**src/rtl/apu_pkg.sv**
```systemverilog
// Shared APU definitions: frame sequencer step type, per-step strobe masks
// and the decode helper that turns a step index into its strobe set.
package apu_pkg;

    localparam int APU_FS_STEPS = 8;

    typedef logic [2:0] apu_fs_step_t;

    // Bit s of each mask is set when step s fires that strobe.
    localparam logic [7:0] APU_FS_LEN_MASK   = 8'b0101_0101;
    localparam logic [7:0] APU_FS_SWEEP_MASK = 8'b0100_0100;
    localparam logic [7:0] APU_FS_ENV_MASK   = 8'b1000_0000;

    typedef struct packed {
        logic len;
        logic sweep;
        logic env;
    } apu_fs_strobe_t;

    function automatic apu_fs_strobe_t apu_fs_decode(input apu_fs_step_t step);
        apu_fs_strobe_t s;
        s.len   = APU_FS_LEN_MASK[step];
        s.sweep = APU_FS_SWEEP_MASK[step];
        s.env   = APU_FS_ENV_MASK[step];
        return s;
    endfunction

endpackage

```
**src/rtl/apu_frame_sequencer_if.sv**
```systemverilog
// Signal bundle between the DIV/test-mode sources and the frame sequencer.
// master: the side driving the step sources and consuming the strobes.
// slave:  the frame sequencer itself.
interface apu_frame_sequencer_if;
    import apu_pkg::*;

    logic         div_apu;
    logic         t1_nt2;
    logic         test_step;
    logic         len_tick;
    logic         sweep_tick;
    logic         env_tick;
    apu_fs_step_t fs_next;
    logic         len_quiet;

    modport master (
        output div_apu, t1_nt2, test_step,
        input  len_tick, sweep_tick, env_tick, fs_next, len_quiet
    );

    modport slave (
        input  div_apu, t1_nt2, test_step,
        output len_tick, sweep_tick, env_tick, fs_next, len_quiet
    );

endinterface

```
**src/rtl/apu_fs_edge.sv**
```systemverilog
// Step request generator: samples the 512 Hz DIV level, detects its falling
// edge in normal mode, or passes test_step through in test mode.
// Optional feature macro: APU_FS_POWERON_SKIP_EN -- swallows the first
// normal-mode request after power-on when DIV was high at release.
module apu_fs_edge (
    input  logic clk,
    input  logic rst,
    input  logic div_apu,
    input  logic t1_nt2,
    input  logic test_step,
    output logic step_req
);

    logic div_q;    // previous div_apu sample
    logic norm_q;   // previous cycle was normal mode, so div_q is a valid edge reference
    logic test_req;
    logic norm_req;

    // Sample DIV every cycle and remember which mode the sample was taken in.
    // NOTE: sequential state uses non-blocking assignments so every register
    // sees the pre-edge value of every other register.
    always_ff @(posedge clk or posedge rst) begin
        if (rst) begin
            div_q  <= 1'b0;
            norm_q <= 1'b0;
        end else begin
            div_q  <= div_apu;
            norm_q <= ~t1_nt2;
        end
    end

    // Mode-aware request mux; a stale test-mode sample never forms an edge.
    // NOTE: defaults first so no path leaves an output unassigned (no latch).
    always_comb begin
        test_req = 1'b0;
        norm_req = 1'b0;
        if (t1_nt2) begin
            test_req = test_step;
        end else begin
            norm_req = norm_q & div_q & ~div_apu;
        end
    end

`ifdef APU_FS_POWERON_SKIP_EN
    logic skip_arm;
    logic first_q;  // high only in the first cycle after reset release

    // Arm the power-on skip from the DIV level at release; disarm on use.
    always_ff @(posedge clk or posedge rst) begin
        if (rst) begin
            skip_arm <= 1'b1;
            first_q  <= 1'b1;
        end else begin
            first_q <= 1'b0;
            if (test_req) begin
                skip_arm <= 1'b0;
            end else if (first_q) begin
                skip_arm <= div_apu;
            end else if (norm_req) begin
                skip_arm <= 1'b0;
            end
        end
    end

    assign step_req = test_req | (norm_req & ~skip_arm);
`else
    assign step_req = test_req | norm_req;
`endif

endmodule

```
**src/rtl/apu_frame_sequencer.sv**
```systemverilog
// APU frame sequencer: advances an 8-step schedule once per step request
// and emits one-cycle length/sweep/envelope strobes for the executed step.
// Optional feature macro: APU_FS_POWERON_SKIP_EN (see apu_fs_edge).
module apu_frame_sequencer
    import apu_pkg::*;
#(
    parameter int STEPS = APU_FS_STEPS
) (
    input  logic                        apuv_4mhz,
    input  logic                        apu_reset,
    apu_frame_sequencer_if.slave        bus
);

    localparam apu_fs_step_t LAST_STEP = apu_fs_step_t'(STEPS - 1);

    logic           step_req;
    apu_fs_step_t   fs_q;
    apu_fs_strobe_t strobe_q;

    apu_fs_edge u_edge (
        .clk       (apuv_4mhz),
        .rst       (apu_reset),
        .div_apu   (bus.div_apu),
        .t1_nt2    (bus.t1_nt2),
        .test_step (bus.test_step),
        .step_req  (step_req)
    );

    // Execute the current step on a request: register its strobes and advance.
    always_ff @(posedge apuv_4mhz or posedge apu_reset) begin
        if (apu_reset) begin
            fs_q     <= '0;
            strobe_q <= '0;
        end else begin
            strobe_q <= step_req ? apu_fs_decode(fs_q) : '0;
            if (step_req) begin
                fs_q <= (fs_q == LAST_STEP) ? '0 : fs_q + 1'b1;
            end
        end
    end

    assign bus.len_tick   = strobe_q.len;
    assign bus.sweep_tick = strobe_q.sweep;
    assign bus.env_tick   = strobe_q.env;
    assign bus.fs_next    = fs_q;
    assign bus.len_quiet  = fs_q[0];

endmodule

```
**src/flat_wrapper.sv**
```systemverilog
// flat-port wrapper written by rule: the top's interface ports become plain ports
module apu_frame_sequencer_flat import apu_pkg::*;
#(
    parameter int STEPS = APU_FS_STEPS
)
  (apuv_4mhz, apu_reset, bus_div_apu, bus_t1_nt2, bus_test_step, bus_len_tick, bus_sweep_tick, bus_env_tick, bus_fs_next, bus_len_quiet);
  apu_frame_sequencer_if bus_i ();
  input  logic apuv_4mhz;
  input  logic apu_reset;
  input wire logic [$bits(bus_i.div_apu)-1:0] bus_div_apu;
  input wire logic [$bits(bus_i.t1_nt2)-1:0] bus_t1_nt2;
  input wire logic [$bits(bus_i.test_step)-1:0] bus_test_step;
  output wire logic [$bits(bus_i.len_tick)-1:0] bus_len_tick;
  output wire logic [$bits(bus_i.sweep_tick)-1:0] bus_sweep_tick;
  output wire logic [$bits(bus_i.env_tick)-1:0] bus_env_tick;
  output wire logic [$bits(bus_i.fs_next)-1:0] bus_fs_next;
  output wire logic [$bits(bus_i.len_quiet)-1:0] bus_len_quiet;
  assign bus_i.div_apu = bus_div_apu;
  assign bus_i.t1_nt2 = bus_t1_nt2;
  assign bus_i.test_step = bus_test_step;
  assign bus_len_tick = bus_i.len_tick;
  assign bus_sweep_tick = bus_i.sweep_tick;
  assign bus_env_tick = bus_i.env_tick;
  assign bus_fs_next = bus_i.fs_next;
  assign bus_len_quiet = bus_i.len_quiet;
  apu_frame_sequencer #(.STEPS(STEPS)) u_core (.apuv_4mhz(apuv_4mhz), .apu_reset(apu_reset), .bus(bus_i));
endmodule
```
**config.mk**
```make
export PLATFORM = sky130hd
export DESIGN_NAME = apu_frame_sequencer_flat
export DESIGN_NICKNAME = d
export VERILOG_FILES = /design/src/rtl/apu_pkg.sv /design/src/rtl/apu_frame_sequencer_if.sv /design/src/rtl/apu_fs_edge.sv /design/src/rtl/apu_frame_sequencer.sv /design/src/flat_wrapper.sv
export SDC_FILE = /design/constraint.sdc
export NUM_CORES = 1
export LEC_CHECK = 0
export CAP_MARGIN = 20
export CORE_AREA = 2 2 39 41
export DETAILED_ROUTE_END_ITERATION = 6
export DIE_AREA = 0 0 41 43
export PLACE_DENSITY = 0.48
export REMOVE_ABC_BUFFERS = 1
export SLEW_MARGIN = 20
export SYNTH_ARGS = -nofsm -noshare
export SYNTH_HDL_FRONTEND = slang
export SYNTH_SLANG_ARGS = --single-unit
```
**constraint.sdc**
```tcl
create_clock -name apuv_4mhz -period 1.35 [get_ports apuv_4mhz]
set_input_delay 0.3375 -clock apuv_4mhz [delete_from_list [all_inputs] [get_ports apuv_4mhz]]
set_output_delay 0.3375 -clock apuv_4mhz [all_outputs]
set_load 0.01 [all_outputs]
```
**Yosys cells after proc, flatten, opt, wreduce, memory -nomap -nowiden**

Memories as Yosys holds them, arrays and structs flattened.
Cells that the tools add are included.

- Eq/ne operators: 1
- $lt $le $gt $ge: 1
- Bitwise gates (word level): 5
- Mux-type cells: 7
- Add/sub/neg operators: 1

Operator list:

| cell | count |
|---|---|
| $mux W3 | 2 |
| $mux W1 | 5 |
| $lt A3 B4 Y1 const B | 1 |
| $add A3 B1 Y3 const B | 1 |
| $eq A3 B3 Y1 const B | 1 |
| $and A1 B1 Y1 | 2 |
| $not A1 Y1 | 2 |
| $or A1 B1 Y1 | 1 |

- Word-level logic and storage cells: 24
- Bits in read-only memories: 24
- Bits in registers: 8
- Input port bits: 5
- Memories kept: 3
- Output and inout port bits: 7

Memories:

| memory | depth | width | read ports | clocked after Yosys merged registers in | wr ports | RTL line | text |
|---|---|---|---|---|---|---|---|
| (name not given) | 8 | 1 | 1 | 0 | 0 | apu_pkg.sv:23 | `s.sweep = APU_FS_SWEEP_MASK[step];` |
| (name not given) | 8 | 1 | 1 | 0 | 0 | apu_pkg.sv:24 | `s.env = APU_FS_ENV_MASK[step];` |
| (name not given) | 8 | 1 | 1 | 0 | 0 | apu_pkg.sv:22 | `s.len = APU_FS_LEN_MASK[step];` |

**Logic depth before layout (Yosys ltp)**

- Depth in word-level cells: 5
- Mapped depth: 4
- Gate-level depth less buffers: 4

**Cells and area by module**

A second synthesis with hierarchy kept.

- Cells, all modules: 26
- Area, all modules: 326.6 um^2

By module, submodules not included:

| module | cells each | instances | area each (um^2) | sequential area each (um^2) |
|---|---|---|---|---|
| apu_frame_sequencer | 20 | 1 | 255.2 | 150.1 |
| apu_fs_edge | 6 | 1 | 71.3 | 50.0 |

**Worst setup path after synthesis**

No wires, ideal clock.

- Kind: reg-to-reg
- From: reg u_core.fs_q[0], in the netlist u_core.bus.fs_next[0]
- To: reg u_core.fs_q[2], in the netlist u_core.bus.fs_next[2]
- Stages on the path, launching flop included: 4
- Library setup time: 0.125 ns
- Period minus slack after synthesis: 1.287 ns
- Path buffers: 0
- Arrival time: 1.162 ns
- Setup slack: 0.063 ns
- Data required time: 1.225 ns
- Path through: dfrtp_1 > ha_1 > ha_1 > mux2_2

- Longest elaborated chain between the ends: 2
- Elaborated cells on any way between the ends: 3
- Classes of those cells: add/sub: 1; eq/ne: 1; mux: 1

RTL lines:

| item | RTL line | text |
|---|---|---|
| start: declaration | apu_frame_sequencer.sv:17 | `apu_fs_step_t fs_q;` |
| start signal: assignment | apu_frame_sequencer.sv:37 | `fs_q <= (fs_q == LAST_STEP) ? '0 : fs_q + 1'b1;` |
| $add A3 B1 Y3 or $eq A3 B3 Y1 (tied branches) | apu_frame_sequencer.sv:37 |  |
| $mux W3 (*) | apu_frame_sequencer.sv:37 |  |

Every way passes the cells marked *; elsewhere a longest branch is shown, timed or not.
A chain may end at the register's enable or synchronous reset.

**Worst setup path in the final report**

- From: reg u_core.fs_q[0], in the netlist u_core.bus.fs_next[0]
- To: out bus_fs_next[0]

RTL lines:

| item | RTL line | text |
|---|---|---|
| end: declaration | flat_wrapper.sv:16 | `output wire logic [$bits(bus_i.fs_next)-1:0] bus_fs_next;` |

No word-level cell between the ends.

==> results.yml <==
run_status:
  status: "complete, no violations"
sta:
  fin_skew_ns: 0.00133
  relSlewSlack_pct: 80.3
  period_needed_ns: 1.32
  fmax_mhz: 758
  maxSlewViolCount: 0
  setup_violations: 0
  fin_ws_ns: 0.0304
  hold_violations: 0
  final.period_utilization_pct: 97.7
  grt_setup_unrepaired: "true"
  tns_ns: 0
  worstMarginPinSlew_ns: 0.295
floorplanning:
  core_sq_um: 1380
  rows: 14
  initial_core_util_pct: 24.4
  dieWidth_um: 41
  dieArea_sq_um: 1760
  die_h_um: 43
  ios: 12
power_and_ir_drop:
  power.density_nw_per_um2: 1680
  irDropWorstVdd_mv: 0.685
  p_leak_nw: 0.291
cells_and_area:
  multiInputGateArea_sq_um: 133
  drive_gt1_share_pct: 36.4
  final-seq-area_sq_um: 201
  nNetsFinal: 54
  area_growth_syn_to_layout_pct: 59.6
  fill_cells: 147
  diodes: 0
logic_synthesis:
  yosysTopAreaCell: "dfrtp_1"
  synth_common_cells: "8 x dfrtp_1, 4 x inv_1, 3 x ha_1, 3 x nor2_1"
  synth_top_area_share_pct: 59.3
  ys_types: 9
  syn_inst: 25
  avgSynthCellArea_sq_um: 13.5
  synth.most_common_cell: "dfrtp_1"
  synth_warnings: 0
  synth_edf_count: 0
  yosysSeqAreaShare_pct: 59.3
  netlist_area_sq_um: 338
  ys.flop_type: "dfrtp_1"
  ys_seq_elements: 8
  synth.area.top_cells: "dfrtp_1 59%, ha_1 11%, mux2_2 6.7%, and2b_2 5.2%, a32oi_2 4.8%"
  async_flop_share_pct: 100
setup_path:
  worstRegToRegCells: 3
  cp_max_fo: 6
  worst-path-buf-inv: 1
  critPathKind: "register to output port"
  slowest_stage: "dfrtp_2"
  crit_arrival_ns: 0.98
  slowest_delay_ns: 0.44
  critPathRequiredTime_ns: 1.01
  critPathTopFamily: "flip-flops"
  rrSetupSlack_ns: 0.08
  crit_cells: 1
  endpoint_kind: "output port"
  reg2reg_to: "u_core.bus.fs_next[2]"
  start_kind: "register"
  r2r_start: "u_core.bus.fs_next[0]"
  crit_chain: "dlygate4sd2_1"
clock_network:
  clk_root_buffer_cell: "clkbuf_4"
  postCtsHoldBufs: 0
  cts_tree: "built"
  htreeDepth: 1
  clkSinkCount: 8
  numCtsBuffers: 3
  cts.clk_slew.worst_paths_ns: 0.05
  clkLatencyLatePin_ns: 0.25
  cts_max_path_buffers: 2
placement:
  io_buffers: 11
  dp_slack_ns: -0.348
  dp.final_hpwl_um: 430
  gp_congestion: 0.714
hold_path:
  hp-class: "input port to async pin"
routing:
  final_antenna_net_count: 0
  wirelength_um: 623
  vias: 234
  avgViaCountPerCell: 3.90
  post_drt_wl_per_cell_um: 10.4
  drc: 0
  drt_iter0_drc: 1
  dr.pass1.iters: 2
global_routing:
  global_route.usage.total_pct: 9.64
  antenna_found_initial: 0
  grt_pass1_wl_um: 1030
  overflow: 0
  grt_pass1_vias: 242
  grt_max_degree: 9
flow_run:
  drv_cap: 0
[sequential cells by signal (all words and copies together), names as in the netlist]
register / count
u_core.bus.sweep_tick: 1
u_core.bus.fs_next: 3
u_core.bus.len_tick: 1
u_core.u_edge.div_q: 1
u_core.u_edge.norm_q: 1
u_core.bus.env_tick: 1
[cells by family (layout without fill, tap and decap cells)]
group	after synthesis	in the layout	share of synthesized area, %
buf+inv	5	24	6.67
fa+ha+maj	3	3	11.1
simple gates	5	5	8.52
mux	3	3	9.63
flops	8	8	59.3
compound gates	1	1	4.82
[routing by layer]
layer | global-route usage, % | wire length (um) | vias up | share of wire [%]
li1 | - | - | 118 | -
met1 | 10.3 | 227 | 107 | 36
met2 | 13.4 | 340 | 7 | 55
met3 | 3.14 | 41 | 2 | 6.6
met4 | 10.0 | 13 | 0 | 2.1
met5 | 0 | 0 | - | 0
[how the worst max path moves through the flow]
| stage | from | end | slack [ns] |
|---|---|---|---|
| finish | u_core.bus.fs_next[0] | bus_fs_next[0] | 0.03 |
| floorplan | u_core.bus.fs_next[0] | u_core.bus.fs_next[2] | 0.02 |
| global placement | bus_div_apu | u_core.bus.fs_next[2] | -0.30 |
| detailed placement | bus_div_apu | u_core.bus.fs_next[0] | -0.35 |
| global route | u_core.bus.fs_next[0] | bus_len_quiet | -0.006 |
| CTS | u_core.bus.fs_next[0] | bus_len_quiet | 0.01 |
[per-stage QoR]
stage | util [%] | cell area [sq um] | std cells | hold WS (ns) | total power, mW
after floorplan | - | 330 | 24 | 0.153 | 0.523
after global placement | 35.4 | 490 | 55 | 0.537 | 0.726
after detailed placement | 35.4 | 490 | 55 | 0.534 | 0.728
after CTS | 37.9 | 524 | 58 | 0.347 | 0.876
after global routing | 39.0 | 539 | 60 | 0.359 | 0.994
final | 39.0 | 539 | 60 | 0.333 | 0.907
[layout by cell type, fill, tap and decap left out, drive strengths merged]
| master | Yosys | routed |
|---|---|---|
| mux2 | 2 | 2 |
| nor2 | 3 | 3 |
| buf | 1 | 6 |
| dfrtp | 8 | 8 |
| a32oi | 1 | 1 |
| ha | 3 | 3 |
| clkbuf | 0 | 3 |
| dlygate4sd2 | 0 | 9 |
| clkdlybuf4s50 | 0 | 2 |
| and2b | 2 | 2 |
| inv | 4 | 4 |
| mux2i | 1 | 1 |
[power breakdown]
part | internal (mW) | switching (mW) | total (mW)
combinational | 0.216 | 0.145 | 0.361
sequential | 0.308 | 0.0563 | 0.364
clock | 0.102 | 0.0805 | 0.182
[repair_timing]
item | in CTS | in global routing
resized for setup | 14 | 0
pin swaps | 1 | 0
endpoints found under the setup margin | 12 | 3
hold endpoints to repair | 0 | 0
setup buffers | 0 | 2
[cell type report]
class	count	area share (%)
timing repair buffer	17	27.4
tap	16	3.71
multi-input combinational	12	24.6
sequential	8	37.4
inverter	4	2.78
clock buffer	3	4.18
(Power assumes the default switching activity.)
